## src/rtl/eco32f_pkg.sv

```systemverilog
// Shared types and widths for the ECO32F Wishbone arbiter and its watchdog.
package eco32f_pkg;

    localparam int unsigned WB_AW  = 32;
    localparam int unsigned WB_DW  = 32;
    localparam int unsigned WB_SW  = 4;
    localparam int unsigned WB_CTW = 3;
    localparam int unsigned WB_BTW = 2;
    localparam int unsigned WDOG_W = 16;

    typedef enum logic [1:0] {
        ST_IDLE  = 2'd0,
        ST_GNT_I = 2'd1,
        ST_GNT_D = 2'd2
    } arb_state_e;

    // Master-to-slave request payload, one per master port.
    typedef struct packed {
        logic [WB_AW-1:0]  adr;
        logic [WB_DW-1:0]  dat;
        logic [WB_SW-1:0]  sel;
        logic [WB_CTW-1:0] cti;
        logic [WB_BTW-1:0] bte;
        logic              stb;
        logic              cyc;
        logic              we;
    } wb_req_t;

endpackage

```

## src/rtl/eco32f_wb_watchdog.sv

```systemverilog
// Slave-silence counter: counts stalled strobe cycles and flags when LIMIT is reached.
module eco32f_wb_watchdog
    import eco32f_pkg::*;
#(
    parameter int unsigned LIMIT = 255
) (
    input  logic clk,
    input  logic rst,
    input  logic clear,
    input  logic enable,
    output logic expire
);

    logic [WDOG_W-1:0] count;

    // Clear has priority; otherwise count while the strobe is outstanding.
    always_ff @(posedge clk or negedge rst) begin
        if (!rst) begin
            count <= '0;
        end else if (clear) begin
            count <= '0;
        end else if (enable) begin
            count <= count + WDOG_W'(1);
        end
    end

    assign expire = (count == WDOG_W'(LIMIT));

endmodule

```

## src/rtl/eco32f_wb_arbiter.sv

```systemverilog
// Two-master (instruction fetch / load-store) Wishbone arbiter with round-robin
// tie-break and a slave-silence timeout that aborts the stuck cycle.
module eco32f_wb_arbiter
    import eco32f_pkg::*;
#(
    parameter int unsigned TIMEOUT = 255
) (
    input  logic                clk,
    input  logic                rst,
    // instruction-fetch master
    input  logic [WB_AW-1:0]    iwbm_adr_i,
    input  logic [WB_DW-1:0]    iwbm_dat_i,
    input  logic                iwbm_stb_i,
    input  logic                iwbm_cyc_i,
    input  logic                iwbm_we_i,
    input  logic [WB_SW-1:0]    iwbm_sel_i,
    input  logic [WB_CTW-1:0]   iwbm_cti_i,
    input  logic [WB_BTW-1:0]   iwbm_bte_i,
    output logic                iwbm_ack_o,
    output logic                iwbm_err_o,
    output logic                iwbm_rty_o,
    output logic [WB_DW-1:0]    iwbm_dat_o,
    // load/store master
    input  logic [WB_AW-1:0]    dwbm_adr_i,
    input  logic [WB_DW-1:0]    dwbm_dat_i,
    input  logic                dwbm_stb_i,
    input  logic                dwbm_cyc_i,
    input  logic                dwbm_we_i,
    input  logic [WB_SW-1:0]    dwbm_sel_i,
    input  logic [WB_CTW-1:0]   dwbm_cti_i,
    input  logic [WB_BTW-1:0]   dwbm_bte_i,
    output logic                dwbm_ack_o,
    output logic                dwbm_err_o,
    output logic                dwbm_rty_o,
    output logic [WB_DW-1:0]    dwbm_dat_o,
    // shared slave bus
    output logic [WB_AW-1:0]    wbm_adr_o,
    output logic [WB_DW-1:0]    wbm_dat_o,
    output logic [WB_SW-1:0]    wbm_sel_o,
    output logic [WB_CTW-1:0]   wbm_cti_o,
    output logic [WB_BTW-1:0]   wbm_bte_o,
    output logic                wbm_stb_o,
    output logic                wbm_cyc_o,
    output logic                wbm_we_o,
    input  logic                wbm_ack_i,
    input  logic                wbm_err_i,
    input  logic                wbm_rty_i,
    input  logic [WB_DW-1:0]    wbm_dat_i,
    output logic                grant_d
);

    arb_state_e state, state_next;
    logic       last_d;
    wb_req_t    ireq, dreq, gnt_req;
    logic       slave_resp, expire, abort, wdog_clear;
    logic       gnt_i, gnt_d;

    assign ireq = '{adr: iwbm_adr_i, dat: iwbm_dat_i, sel: iwbm_sel_i, cti: iwbm_cti_i,
                    bte: iwbm_bte_i, stb: iwbm_stb_i, cyc: iwbm_cyc_i, we: iwbm_we_i};
    assign dreq = '{adr: dwbm_adr_i, dat: dwbm_dat_i, sel: dwbm_sel_i, cti: dwbm_cti_i,
                    bte: dwbm_bte_i, stb: dwbm_stb_i, cyc: dwbm_cyc_i, we: dwbm_we_i};

    // Grant state and round-robin memory.
    always_ff @(posedge clk or negedge rst) begin
        if (!rst) begin
            state  <= ST_IDLE;
            last_d <= 1'b0;
        end else begin
            state <= state_next;
            if (state_next == ST_GNT_D) begin
                last_d <= 1'b1;
            end else if (state_next == ST_GNT_I) begin
                last_d <= 1'b0;
            end
        end
    end

    // Next grant: hold while owner keeps cyc, hand over directly, tie-break on last_d.
    always_comb begin
        state_next = state;
        case (state)
            ST_IDLE: begin
                if (dwbm_cyc_i && (!iwbm_cyc_i || !last_d)) begin
                    state_next = ST_GNT_D;
                end else if (iwbm_cyc_i) begin
                    state_next = ST_GNT_I;
                end
            end
            ST_GNT_I: begin
                if (!iwbm_cyc_i) begin
                    state_next = dwbm_cyc_i ? ST_GNT_D : ST_IDLE;
                end
            end
            ST_GNT_D: begin
                if (!dwbm_cyc_i) begin
                    state_next = iwbm_cyc_i ? ST_GNT_I : ST_IDLE;
                end
            end
            default: state_next = ST_IDLE;
        endcase
    end

    // Select the granted master's request; IDLE presents an all-zero bus.
    always_comb begin
        gnt_req = '0;
        case (state)
            ST_GNT_I: gnt_req = ireq;
            ST_GNT_D: gnt_req = dreq;
            default:  gnt_req = '0;
        endcase
    end

    assign gnt_i      = (state == ST_GNT_I);
    assign gnt_d      = (state == ST_GNT_D);
    assign slave_resp = wbm_ack_i | wbm_err_i | wbm_rty_i;
    // Any slave response in the expiry cycle wins over the timeout.
    assign abort      = expire & gnt_req.stb & ~slave_resp;
    assign wdog_clear = slave_resp | ~gnt_req.stb | (state_next != state) | abort;

    eco32f_wb_watchdog #(
        .LIMIT (TIMEOUT)
    ) u_watchdog (
        .clk    (clk),
        .rst    (rst),
        .clear  (wdog_clear),
        .enable (gnt_req.stb),
        .expire (expire)
    );

    assign wbm_adr_o = gnt_req.adr;
    assign wbm_dat_o = gnt_req.dat;
    assign wbm_sel_o = gnt_req.sel;
    assign wbm_cti_o = gnt_req.cti;
    assign wbm_bte_o = gnt_req.bte;
    assign wbm_we_o  = gnt_req.we;
    assign wbm_stb_o = gnt_req.stb & ~abort;
    assign wbm_cyc_o = gnt_req.cyc & ~abort;

    assign iwbm_ack_o = gnt_i & wbm_ack_i;
    assign iwbm_err_o = gnt_i & (wbm_err_i | abort);
    assign iwbm_rty_o = gnt_i & wbm_rty_i;
    assign dwbm_ack_o = gnt_d & wbm_ack_i;
    assign dwbm_err_o = gnt_d & (wbm_err_i | abort);
    assign dwbm_rty_o = gnt_d & wbm_rty_i;

    assign iwbm_dat_o = wbm_dat_i;
    assign dwbm_dat_o = wbm_dat_i;
    assign grant_d    = gnt_d;

endmodule

```

## config.mk

```make
export PLATFORM = sky130hd
export DESIGN_NAME = eco32f_wb_arbiter
export DESIGN_NICKNAME = d
export VERILOG_FILES = /design/src/rtl/eco32f_pkg.sv /design/src/rtl/eco32f_wb_watchdog.sv /design/src/rtl/eco32f_wb_arbiter.sv
export SDC_FILE = /design/constraint.sdc
export NUM_CORES = 1
export LEC_CHECK = 0
export ABC_AREA = 0
export BUFFER_PORTS_ARGS = -buffer_cell sky130_fd_sc_hd__buf_2
export CORE_AREA = 2 2 129 131
export CTS_BUF_LIST = sky130_fd_sc_hd__clkbuf_16
export DETAILED_ROUTE_END_ITERATION = 8
export DIE_AREA = 0 0 131 133
export PLACE_DENSITY = 0.49
export SLEW_MARGIN = 20
export SYNTH_ARGS = -nofsm -noshare
export SYNTH_HDL_FRONTEND = slang
export SYNTH_HIERARCHICAL = 1
export SYNTH_SLANG_ARGS = --single-unit
```

## constraint.sdc

```tcl
create_clock -name clk -period 5.85 [get_ports clk]
set_clock_uncertainty 0.15 [all_clocks]
set_input_delay 0.585 -clock clk [delete_from_list [all_inputs] [get_ports clk]]
set_output_delay 0.585 -clock clk [all_outputs]
set_load 0.005 [all_outputs]
```

Word-level counts from Yosys, hierarchy flattened. Index checks and enable logic that the tools add are counted.

Bits in registers: 19. Output and inout bits: 147. Word-level logic and storage cells: 48.

Add/subtract/negate cells: 1. Equal/unequal tests: 6. Mux-type cells: 12. Bitwise logic cells: 19. Reduce and logical (&&, ||, !) cells: 7.

Operator list (number): $pmux W76 S2 (1); $mux W16 (2); $add A16 B1 Y16 const B (1); $eq A16 B8 Y1 const B (1); $and A1 B1 Y1 (10); $mux W2 (5); $or A1 B1 Y1 (6); $pmux W2 S3 (1); $eq A2 B1 Y1 const B (2); $eq A2 B2 Y1 const B (2); $reduce_bool A2 Y1 (2); $mux W1 (3); $not A1 Y1 (3); $logic_not A1 Y1 (2); $logic_not A2 Y1 (1); $ne A2 B2 Y1 (1); $logic_and A1 B1 Y1 (1); $logic_or A1 B1 Y1 (1).

Depth between registers and ports, before layout. Gate-level depths: netlist of the first run.

Word-level depth: 9. Gate-level depth with buffers: 12. Depth with buffers taken out: 10.

Modules after synthesis. The synthesis of the first run kept the hierarchy.

Modules (own cells, without submodules): eco32f_wb_arbiter (instances 1, cells each 359, area an instance 2397.3 um^2); eco32f_wb_watchdog (instances 1, cells each 90, area an instance 870.8 um^2).

Worst setup path after synthesis of the first run. No wires, ideal clock.

Kind: flip-flop to flip-flop. Start point: register state[0]. End point: register u_watchdog.count[15]. Library setup time: 128 ps. Data arrival time: 2496 ps. Required time: 5572 ps. Path slack: 3076 ps. Stages on the path, launching flop included: 13. Period minus slack after synthesis: 2774 ps. Path through: dfrtp_1 > inv_1 > ha_1 > buf_2 > a22oi_2 > nor3_1 > o31a_1 > o2111ai_2 > buf_2 > o211a_1 > nand3_1 > nor3_2 > mux2_1.

Word-level cells in the longest chain between the ends: 7.

Ends and longest elaborated chain: start: declaration (RTL line eco32f_wb_arbiter.sv:52) `arb_state_e state, state_next;`; start signal: assignment (RTL line eco32f_wb_arbiter.sv:69) `state <= state_next;`; $eq A2 B2 Y1 *; named net grant_d (RTL line eco32f_wb_arbiter.sv:49) `output logic grant_d`; $pmux W76 S2 (RTL line eco32f_wb_arbiter.sv:106) `case (state)`; $not A1 Y1 (RTL line eco32f_wb_arbiter.sv:118) `assign wdog_clear = slave_resp | ~gnt_req.stb | (state_next != state) | abort;`; $or A1 B1 Y1 (2 in a row) (RTL line eco32f_wb_arbiter.sv:118); $or A1 B1 Y1 * (RTL line eco32f_wb_arbiter.sv:118); named net wdog_clear (RTL line eco32f_wb_arbiter.sv:55) `logic slave_resp, expire, abort, wdog_clear;`; $mux W16 / $reduce_bool A2 Y1 (equally long branches); end signal: assignment (RTL line eco32f_wb_watchdog.sv:23) `count <= count + WDOG_W'(1);`; end: declaration (RTL line eco32f_wb_watchdog.sv:14) `logic [WDOG_W-1:0] count;`.

The timed path passes the listed nets; every way through them passes the cells marked *. A chain may end at the register's enable or synchronous reset.

Worst setup path in the final report of the first run.
Start point: register state[1]. End point: register u_watchdog.count[11].

Word-level cells in the longest chain between the ends: 7.

Ends and longest elaborated chain: $mux W2, or another cell as far along (RTL line eco32f_wb_arbiter.sv:85) `end else if (iwbm_cyc_i) begin`; $mux W2 / $pmux W76 S2 (equally long branches) (RTL line eco32f_wb_arbiter.sv:83, eco32f_wb_arbiter.sv:106); $pmux W2 S3 / $not A1 Y1 (equally long branches) (RTL line eco32f_wb_arbiter.sv:81, eco32f_wb_arbiter.sv:118); $ne A2 B2 Y1 / $or A1 B1 Y1 (equally long branches) (RTL line eco32f_wb_arbiter.sv:118); $or A1 B1 Y1 (RTL line eco32f_wb_arbiter.sv:118); $or A1 B1 Y1 * (RTL line eco32f_wb_arbiter.sv:118); named net wdog_clear (RTL line eco32f_wb_arbiter.sv:55); $mux W16 / $reduce_bool A2 Y1 (equally long branches).

Marked as above.

==> run_results.csv, run 1 <==
group,metric,value,unit
status,status,"finished, final reports clean",
final_layout,drive_above_1_share,49.24,%
placement,port_buffers,239,
clocking,cts_htree_levels,1,
drt,drtPass1Iterations,4,
floorplan,fp-row-count,47,
yosys,yosys_warnings,6,
pwr,sequentialPowerShare,12.5,%
clocking,cts_buffers,3,
yosys,netlist_area,0.003268,mm²
sta,drv_slew,0,
yosys,yosysMostFrequentCell,"buf_4",
clocking,cts-resized-gates,0,
worst_hold_path,hold_class,"primary input to asynchronous set/reset pin",
sta,min_period,3.991,ns
sta,rsz0062_at_grt,"no",
yosys,synth_common_cells,"buf_4, nor2_1, a22oi_1",
grt,first_global_vias,2836,
clocking,clock_path_buffers,2,
placement,gp_congestion,0.7719,
grt,met1_usage,14.63,%
yosys,synth_top_area_share,31.47,%
floorplan,floorplan.initialDensity,20.21,%
yosys,yosys.area.top_type,"buf_4",
pwr,swShare,51.57,%
drt,wl,11160,µm
critical_path,critical_path_class,"flip-flop to flip-flop",
final_layout,antenna_cells,0,
yosys,postSynthCellCount,449,
yosys,synth_seq_area_share,14.55,%
yosys,synthesis.nets,644,
grt,grt_start_max_net_pins,54,
floorplan,ios,336,
sta,worst_pin_slew,0.9769,ns
floorplan,die-height,133,µm
yosys,synth_edf_count,0,
grt,met2_usage,19.95,%
clocking,clkLatencyLatePin,0.24,ns
pwr,power_frac_comb,76.6,%
clocking,cts_tree,"built",
critical_path,cp-end-kind,"flip-flop",
final_layout,final_nets,724,
grt,grt-busiest-layer,"met2",
grt,antenna_found_initial,0,
pwr,p_int,0.5998,mW
final_layout,final_area,0.003687,mm²
pwr,power_leakage,1.858,nW
sta,finalSetupViolCount,0,
yosys,async_flop_share,100.0,%
floorplan,core,0.01617,mm²
run,maxCapViolations,0,
critical_path,cp_data_arrival_time,3.97,ns
drt,vias_per_cell,4.291,
critical_path,crit_path_max_fanout,53,
critical_path,crit_required,5.83,ns
drt,drtIter0Drc,168,
placement,dpl_cell_area,0.003608,mm²
pwr,netSwitchingPower,0.6388,mW
pwr,max-vdd-ir-drop,0.0001652,V
sta,fin_crit_sh,68.22,%
sta,fmax,250.6,MHz
floorplan,die_area,0.01742,mm²
clocking,cts_setup_buffers,0,
clocking,clock-sinks,19,
grt,grt_pass1_wl,15670,µm
yosys,synth_cell_types,48,
drt,num_vias,3210,
grt,grt.met3_usage,2.548,%
clocking,clock-root-buffer,"clkbuf_16",
pwr,p_clk_share,11.0,%
grt,grtUsageTotal,11.32,%
sta,setup_tns,0,ns
grt,gr-total-overflow,0,
yosys,ys.flop_type,"dfrtp_1",
drt,antenna_left,0,
clocking,hold_buffers,0,
clocking,path_clk_slew,0.05,ns
final_layout,fin_util,22.80,%
drt,wl_per_cell,14.92,µm
placement,post-dp-hpwl,9015,µm
sta,final-hold-violation-count,0,
yosys,synth_top_cells_by_area,"buf_4, a22oi_1, dfrtp_1",
final_layout,synthToLayoutAreaGrowth,12.83,%
critical_path,cp-start-kind,"flip-flop",
drt,drc,0,
floorplan,die_w,131,µm
sta,relSlewSlack,34.88,%
yosys,syn_area_per_cell,7.279,µm²
yosys,ys_ff_latch,19,
pwr,p_per_area,335.9,mW/mm²
[stage by stage]
stage / cells / worst slack, ns / power (mW) / hold slack [ns]
2_1_floorplan: 449 / 3.076 / 0.9964 / 0.1394
3_3_place_gp: 744 / 1.823 / 1.130 / 0.3931
3_5_place_dp: 744 / 1.806 / 1.124 / 0.3966
4_1_cts: 748 / 1.782 / 1.269 / 0.1471
5_1_grt: 748 / 1.528 / 1.374 / 0.1667
6_report: 748 / 1.859 / 1.239 / 0.1330
[state kept, by name, summed over array words and instances (netlist names)]
| name | cells |
|---|---|
| state | 2 |
| last_d | 1 |
| u_watchdog/count | 16 |
[power by group through the flow]
| stage | Sequential, mW | Combinational (mW) | Clock, mW |
|---|---|---|---|
| 6_report | 0.154 | 0.949 | 0.136 |
| 5_1_grt | 0.157 | 1.07 | 0.146 |
| 4_1_cts | 0.155 | 0.972 | 0.142 |
| 3_5_place_dp | 0.157 | 0.967 | 0 |
| 3_3_place_gp | 0.157 | 0.973 | 0 |
| 2_1_floorplan | 0.153 | 0.843 | 0 |
[layout by cell type (no fill, tap or decap), types with 2 or more instances in the layout]
master / netlist / routed
nor2_1: 91 / 91
and2_1: 6 / 6
buf_2: 14 / 239
buf_4: 137 / 3
nand2_1: 6 / 6
xnor2_1: 6 / 6
nand3_1: 6 / 6
o2111ai_2: 2 / 2
clkbuf_16: 0 / 3
nor2b_1: 4 / 4
ha_1: 6 / 4
a21oi_1: 4 / 4
nor3_1: 8 / 8
xor2_1: 4 / 4
or3_1: 2 / 2
mux2_2: 2 / 2
nor4_1: 4 / 4
o21ai_1: 2 / 2
nand4_1: 3 / 3
ha_2: 0 / 2
o21ai_0: 3 / 3
inv_1: 6 / 6
dfrtp_1: 19 / 19
a22oi_1: 74 / 74
[kinds of logic after synthesis]
| kind of cell | synth area share [%] |
|---|---|
| flops | 14.55 |
| buf+inv | 36.14 |
| compound gates | 23.09 |
| xor+xnor | 2.680 |
| mux | 1.799 |
| fa+ha+maj | 2.297 |
| simple gates | 19.45 |
[per-layer routing]
layer,share of wire (%),vias to the layer above
li1,-,1576
met1,42,1456
met2,49,178
met3,9.2,0
met4,0,0
met5,0,-
[path summary, 6_finish.rpt]
kind                            cells past startpoint                               end  slack, ns          startpoint
max in group asynchronous                           1   u_watchdog/count[6]$_DFFE_PN0P_       5.11                 rst
min in group clk                                    1                last_d$_DFFE_PN0P_       0.39  last_d$_DFFE_PN0P_
worst max-delay path                               10  u_watchdog/count[11]$_DFFE_PN0P_       1.86  state[1]$_DFF_PN0_
worst max register to register                     10  u_watchdog/count[11]$_DFFE_PN0P_       1.86  state[1]$_DFF_PN0_
worst min register to register                      1                last_d$_DFFE_PN0P_       0.39  last_d$_DFFE_PN0P_
worst min-delay path                                1  u_watchdog/count[15]$_DFFE_PN0P_       0.13                 rst
[critical path: stages (launching register included)]
cell and delay (ns):
dfrtp_1 0.47, inv_1 0.12, ha_2 0.57, buf_4 0.57, a32oi_2 0.14, o221ai_1 0.27
o2111ai_2 0.56, o211ai_1 0.48, nor2_1 0.10, nand3_1 0.11, mux2_2 0.33
[layout make-up]
cell class                      count  area [µm²]
Inverter                            6       22.52
Fill cell                        1796       12480
Multi-Input combinational cell    257        1617
Timing Repair Buffer              242        1219
Sequential cell                    19       475.5
Clock inverter                      1       3.754
Clock buffer                        3       75.07
Tap cell                          220       275.3
Power figures use the tool's default switching activity.
==> run 2: changes to the inputs <==
Settings changed: ABC_AREA 0 to 1, PLACE_DENSITY 0.49 to 0.5.
Clock period 5.85 ns to 4.17 ns, I/O delays scaled along.
==> run_results.csv, run 2 <==
group,metric,value,unit
yosys,synthesis.nets,776,
pwr,p_int,0.7649,mW
grt,gr-total-overflow,0,
final_layout,fin_util,23.78,%
drt,wl_per_cell,12.98,µm
pwr,p_clk_share,12.2,%
final_layout,fillers,1886,
floorplan,fp-row-count,47,
run,maxCapViolations,0,
worst_hold_path,hold_class,"flip-flop to flip-flop",
yosys,synth_cell_types,27,
critical_path,cp_data_arrival_time,2.43,ns
clocking,path_clk_slew,0.06,ns
grt,grtUsageTotal,11.68,%
clocking,clock-sinks,19,
sta,fmax,333.7,MHz
yosys,yosys_warnings,6,
final_layout,drive_above_1_share,40.00,%
floorplan,core,0.01617,mm²
pwr,netSwitchingPower,0.8673,mW
final_layout,final_common_cell,"buf_2",
clocking,clock-root-buffer,"clkbuf_16",
clocking,cts_htree_levels,1,
critical_path,crit_chain,"inv_1 -> ha_2 -> buf_4 -> nand2_1 -> a21oi_1 -> buf_2",
clocking,cts_tree,"built",
final_layout,mostFrequentLayoutCells,"buf_2, nand2_1, a21oi_1",
placement,gp_congestion,0.8188,
drt,vias_per_cell,3.939,
yosys,synth_common_cells,"nand2_1, buf_4, a21oi_1",
floorplan,die_area,0.01742,mm²
yosys,netlist_area,0.003413,mm²
yosys,synth_edf_count,0,
placement,place_inst,880,
final_layout,max_flop_register,"u_watchdog/count",
pwr,sequentialPowerShare,13.0,%
yosys,synth_top_cells_by_area,"buf_4, nand2_1, dfrtp_1",
critical_path,crit_buf_inv,3,
critical_path,cp-startpoint,"state[1]$_DFF_PN0_",
critical_path,cp-start-kind,"flip-flop",
sta,worst_pin_slew,0.7875,ns
yosys,synth_seq_area_share,13.93,%
grt,grt.met3_usage,2.507,%
clocking,clkLatencyLatePin,0.25,ns
critical_path,path_delay_family,"buffers and inverters",
critical_path,regToRegStartpoint,"state[1]$_DFF_PN0_",
floorplan,ios,336,
critical_path,crit_path_max_fanout,60,
sta,fin_crit_sh,71.87,%
critical_path,cp-end-kind,"output pin",
yosys,ys_ff_latch,19,
sta,drv_slew,0,
worst_hold_path,holdCritStartpoint,"last_d$_DFFE_PN0P_",
critical_path,slowest_delay,0.58,ns
drt,num_vias,3490,
placement,dpl_cell_area,0.003752,mm²
final_layout,multi_input_area,0.001659,mm²
drt,drtPass1Iterations,6,
drt,wl,11500,µm
sta,setup_tns,0,ns
grt,grt-busiest-layer,"met2",
final_layout,regArea,475.5,µm²
pwr,p_per_area,424.5,mW/mm²
drt,antenna_left,0,
yosys,ys.flop_type,"dfrtp_1",
placement,port_buffers,239,
clocking,cts_setup_buffers,0,
clocking,cts_buffers,3,
final_layout,largest_reg_flops,16,
grt,antenna_found_initial,1,
grt,met1_usage,14.46,%
final_layout,final_area,0.003845,mm²
yosys,yosys.area.top_type,"buf_4",
sta,min_period,2.997,ns
grt,grt_start_max_net_pins,63,
critical_path,cpMaxStageDelayCell,"buf_4",
pwr,power_frac_comb,74.8,%
critical_path,crit_required,3.60,ns
yosys,synth_top_area_share,31.45,%
sta,relSlewSlack,47.42,%
pwr,power.total,1.632,mW
floorplan,floorplan.initialDensity,21.11,%
status,status,"finished, final reports clean",
final_layout,final_nets,861,
yosys,yosysMostFrequentCell,"nand2_1",
final_layout,synthToLayoutAreaGrowth,12.65,%
final_layout,fin_cells,886,
yosys,async_flop_share,100.0,%
placement,post-dp-hpwl,9313,µm
final_layout,top_regs,"u_watchdog/count x16, state x2, last_d x1",
grt,grt_pass1_wl,16420,µm
pwr,max-vdd-ir-drop,0.0002336,V
yosys,syn_area_per_cell,5.875,µm²
sta,finalSetupViolCount,0,
floorplan,die_w,131,µm
sta,rsz0062_at_grt,"no",
clocking,cts-resized-gates,0,
clocking,hold_buffers,1,
floorplan,die-height,133,µm
pwr,swShare,53.14,%
drt,drc,0,
pwr,power_leakage,2.042,nW
sta,final-hold-violation-count,0,
critical_path,critical_path_class,"flip-flop to output pin",
clocking,clock_path_buffers,2,
drt,drtIter0Drc,137,
grt,first_global_vias,3238,
yosys,postSynthCellCount,581,
grt,met2_usage,20.84,%
## run 2: cell types whose count changed in the layout (fill, tap and decap cells not counted), moves of 3 or more
cell | previous run | this run
a22oi_1 | 74 | 0
xnor2_1 | 6 | 1
nor2_1 | 91 | 34
nand2_1 | 6 | 203
and2_1 | 6 | 0
xor2_1 | 4 | 0
nand2_2 | 0 | 6
nor2_4 | 0 | 3
nor3_1 | 8 | 2
o21ai_0 | 3 | 7
a21oi_1 | 4 | 81
nor2b_1 | 4 | 0
inv_1 | 6 | 28
## run 2: path summary, 6_finish.rpt
path / slack [ns] / to / cells after the start
max: 1.17 / wbm_dat_o[18] / 6
min: 0.36 / last_d$_DFFE_PN0P_ / 1
max reg2reg: 1.41 / u_watchdog/count[14]$_DFFE_PN0P_ / 16
min reg2reg: 0.36 / last_d$_DFFE_PN0P_ / 1
max in group asynchronous: 3.07 / u_watchdog/count[1]$_DFFE_PN0P_ / 2
min in group asynchronous: 0.49 / u_watchdog/count[13]$_DFFE_PN0P_ / 2
## run 2: per-layer routing
| metal | wire, µm | part of all wire (%) |
|---|---|---|
| met1 | 4966 | 43 |
| met2 | 5554 | 48 |
| met3 | 881 | 7.7 |
| met4 | 99 | 0.86 |
| met5 | 0 | 0 |
## run 2: area by class of cell
class | count | share of cell area (%)
repair buffers | 244 | 32.15
well taps | 220 | 7.159
multi-input cells | 367 | 43.15
clock buffers | 3 | 1.952
inverters | 31 | 3.026
diodes | 1 | 0.06508
clock inverters | 1 | 0.1302
flip-flops and latches | 19 | 12.37
## run 2: power by group through the flow
stage	Combinational, mW	Sequential (mW)	Clock, mW
after detailed placement	1.23	0.217	0
after CTS	1.24	0.213	0.207
after global routing	1.38	0.216	0.215
final	1.22	0.213	0.199
after floorplan	1.10	0.211	0
after global placement	1.25	0.216	0
## run 2: cells by family (layout without fill, tap and decap cells)
logic type	Yosys count	after routing	share of synthesized area [%]
fa+ha+maj	6	6	2.199
buf+inv	195	279	37.61
compound gates	93	93	13.93
xor+xnor	1	1	0.2566
other cells	0	1	0
flops	19	19	13.93
mux	1	1	0.3299
simple gates	266	266	31.74
## run 2: metrics by stage
stage	hold WS, ns	setup slack, ns
floorplan	-0.02859	1.912
global placement	0.2393	1.443
detailed placement	0.2386	1.411
CTS	0.3653	1.170
global route	0.4015	1.006
finish	0.3564	1.173
==> run 3: changes to the inputs <==
Clock period 4.17 ns to 3.1 ns, I/O delays scaled along.
==> run_results.csv, run 3 (synthesis gave the netlist of run 2 again) <==
group,metric,value,unit
sta,final-hold-violation-count,0,
floorplan,core,0.01617,mm²
floorplan,die_area,0.01742,mm²
pwr,p_per_area,577.3,mW/mm²
clocking,clock-sinks,19,
grt,grt_start_max_net_pins,65,
sta,setup_ws,0.3150,ns
placement,gp_congestion,0.7962,
clocking,clock-root-buffer,"clkbuf_16",
drt,vias_per_cell,4.008,
run,maxCapViolations,0,
sta,fmax,359.1,MHz
clocking,cts_buffers,3,
placement,dp_slack,0.4555,ns
drt,antenna_left,0,
critical_path,crit_chain,"inv_1 -> ha_2 -> buf_4 -> nand2_1 -> a21oi_1 -> buf_2",
grt,grtUsageTotal,11.72,%
sta,worst_pin_slew,0.6350,ns
grt,antenna_found_initial,1,
critical_path,path_delay_family,"buffers and inverters",
pwr,max-vdd-ir-drop,0.0002183,V
worst_hold_path,hold_class,"primary input to flip-flop",
grt,first_global_vias,3233,
pwr,power_leakage,2.059,nW
final_layout,final_common_cell,"buf_2",
critical_path,cp-start-kind,"flip-flop",
sta,finalSetupViolCount,0,
sta,setup_tns,0,ns
drt,drtPass1Iterations,6,
placement,port_buffers,239,
pwr,swShare,52.40,%
final_layout,fin_util,23.94,%
critical_path,cp-end-kind,"output pin",
floorplan,ios,336,
critical_path,slowest_delay,0.58,ns
floorplan,fp-row-count,47,
final_layout,largest_reg_flops,16,
drt,drc,0,
clocking,cts-resized-gates,0,
placement,post-dp-hpwl,9349,µm
critical_path,critical_path_class,"flip-flop to output pin",
clocking,cts_htree_levels,1,
pwr,power_frac_comb,75.6,%
sta,drv_slew,0,
drt,drtIter0Drc,141,
critical_path,cp_data_arrival_time,2.32,ns
sta,min_period,2.785,ns
sta,relSlewSlack,57.66,%
floorplan,die-height,133,µm
clocking,path_clk_slew,0.05,ns
final_layout,top_regs,"u_watchdog/count x16, state x2, last_d x1",
final_layout,fillers,1879,
clocking,cts_tree,"built",
final_layout,mostFrequentLayoutCells,"buf_2, nand2_1, a21oi_1",
pwr,sequentialPowerShare,12.9,%
grt,gr-total-overflow,0,
pwr,p_clk_share,11.6,%
placement,dpl_cell_area,0.003780,mm²
floorplan,floorplan.initialDensity,21.11,%
status,status,"finished, final reports clean",
grt,grt_pass1_wl,16440,µm
floorplan,die_w,131,µm
final_layout,max_flop_register,"u_watchdog/count",
clocking,clock_path_buffers,2,
drt,num_vias,3559,
clocking,clkLatencyLatePin,0.25,ns
final_layout,final_area,0.003871,mm²
critical_path,crit_required,2.64,ns
final_layout,drive_above_1_share,40.03,%
pwr,power.total,2.235,mW
critical_path,crit_buf_inv,3,
final_layout,final_nets,863,
drt,wl_per_cell,12.98,µm
sta,fin_crit_sh,89.84,%
sta,rsz0062_at_grt,"no",
pwr,p_int,1.064,mW
critical_path,cpMaxStageDelayCell,"buf_4",
drt,wl,11530,µm
pwr,netSwitchingPower,1.171,mW
critical_path,crit_path_max_fanout,64,
final_layout,synthToLayoutAreaGrowth,13.42,%
-- run 3: cell types whose count changed in the layout (fill, tap and decap cells not counted), sizes merged --
cell and delta:
clkinv -1, buf +2, inv +1
-- run 3: layer usage --
metal | wire length [µm] | track usage (%) | part of all wire (%) | vias up
li1 | - | - | - | 1848
met4 | 106 | 1.891 | 0.92 | 0
met1 | 4769 | 14.78 | 41 | 1541
met2 | 5650 | 20.81 | 49 | 161
met3 | 1002 | 2.264 | 8.7 | 9
met5 | 0 | 0 | 0 | -
-- run 3: path summary, 6_finish.rpt --
path | slack, ns | cells after the start | to | start
max in group asynchronous | 2.11 | 2 | u_watchdog/count[4]$_DFFE_PN0P_ | rst
max | 0.32 | 6 | wbm_dat_o[2] | state[0]$_DFF_PN0_
min | 0.34 | 5 | state[0]$_DFF_PN0_ | iwbm_cyc_i
max reg2reg | 0.48 | 19 | u_watchdog/count[14]$_DFFE_PN0P_ | state[0]$_DFF_PN0_
min reg2reg | 0.35 | 1 | last_d$_DFFE_PN0P_ | last_d$_DFFE_PN0P_
min in group asynchronous | 0.39 | 2 | u_watchdog/count[6]$_DFFE_PN0P_ | rst
-- run 3: worst min-delay path, stage by stage --
cell and delay, ns:
buf_2 0.12, nand2_1 0.07, nand3_2 0.08, nand2_2 0.06, inv_1 0.05
-- run 3: final cells by class --
cell class	count	area, µm²	share of cell area, %
diodes	1	2.502	0.06464
clock buffers	3	75.07	1.939
clock inverters	1	3.754	0.09696
inverters	31	116.4	3.006
multi-input cells	367	1659	42.86
flip-flops and latches	19	475.5	12.28
well taps	220	275.3	7.111
repair buffers	246	1264	32.64
-- run 3: repair_timing --
| item | 4_1_cts | 5_1_grt |
|---|---|---|
| hold buffers | 1 | 0 |
| setup buffers | 0 | 0 |
| hold endpoints to repair | 19 | 0 |
-- run 3: per-stage QoR --
step,instances,hold WS (ns)
after floorplan,581,-0.1356
after global placement,882,0.1368
after detailed placement,882,0.1284
after CTS,887,0.3401
after global routing,888,0.3875
final,888,0.3404
-- run 3: power by group through the flow --
| stage | clock network, mW | registers (mW) | logic [mW] |
|---|---|---|---|
| after detailed placement | 0 | 0.291 | 1.72 |
| after global placement | 0 | 0.291 | 1.73 |
| final | 0.259 | 0.287 | 1.69 |
| after global routing | 0.273 | 0.291 | 1.92 |
| after CTS | 0.270 | 0.287 | 1.73 |
| after floorplan | 0 | 0.284 | 1.48 |
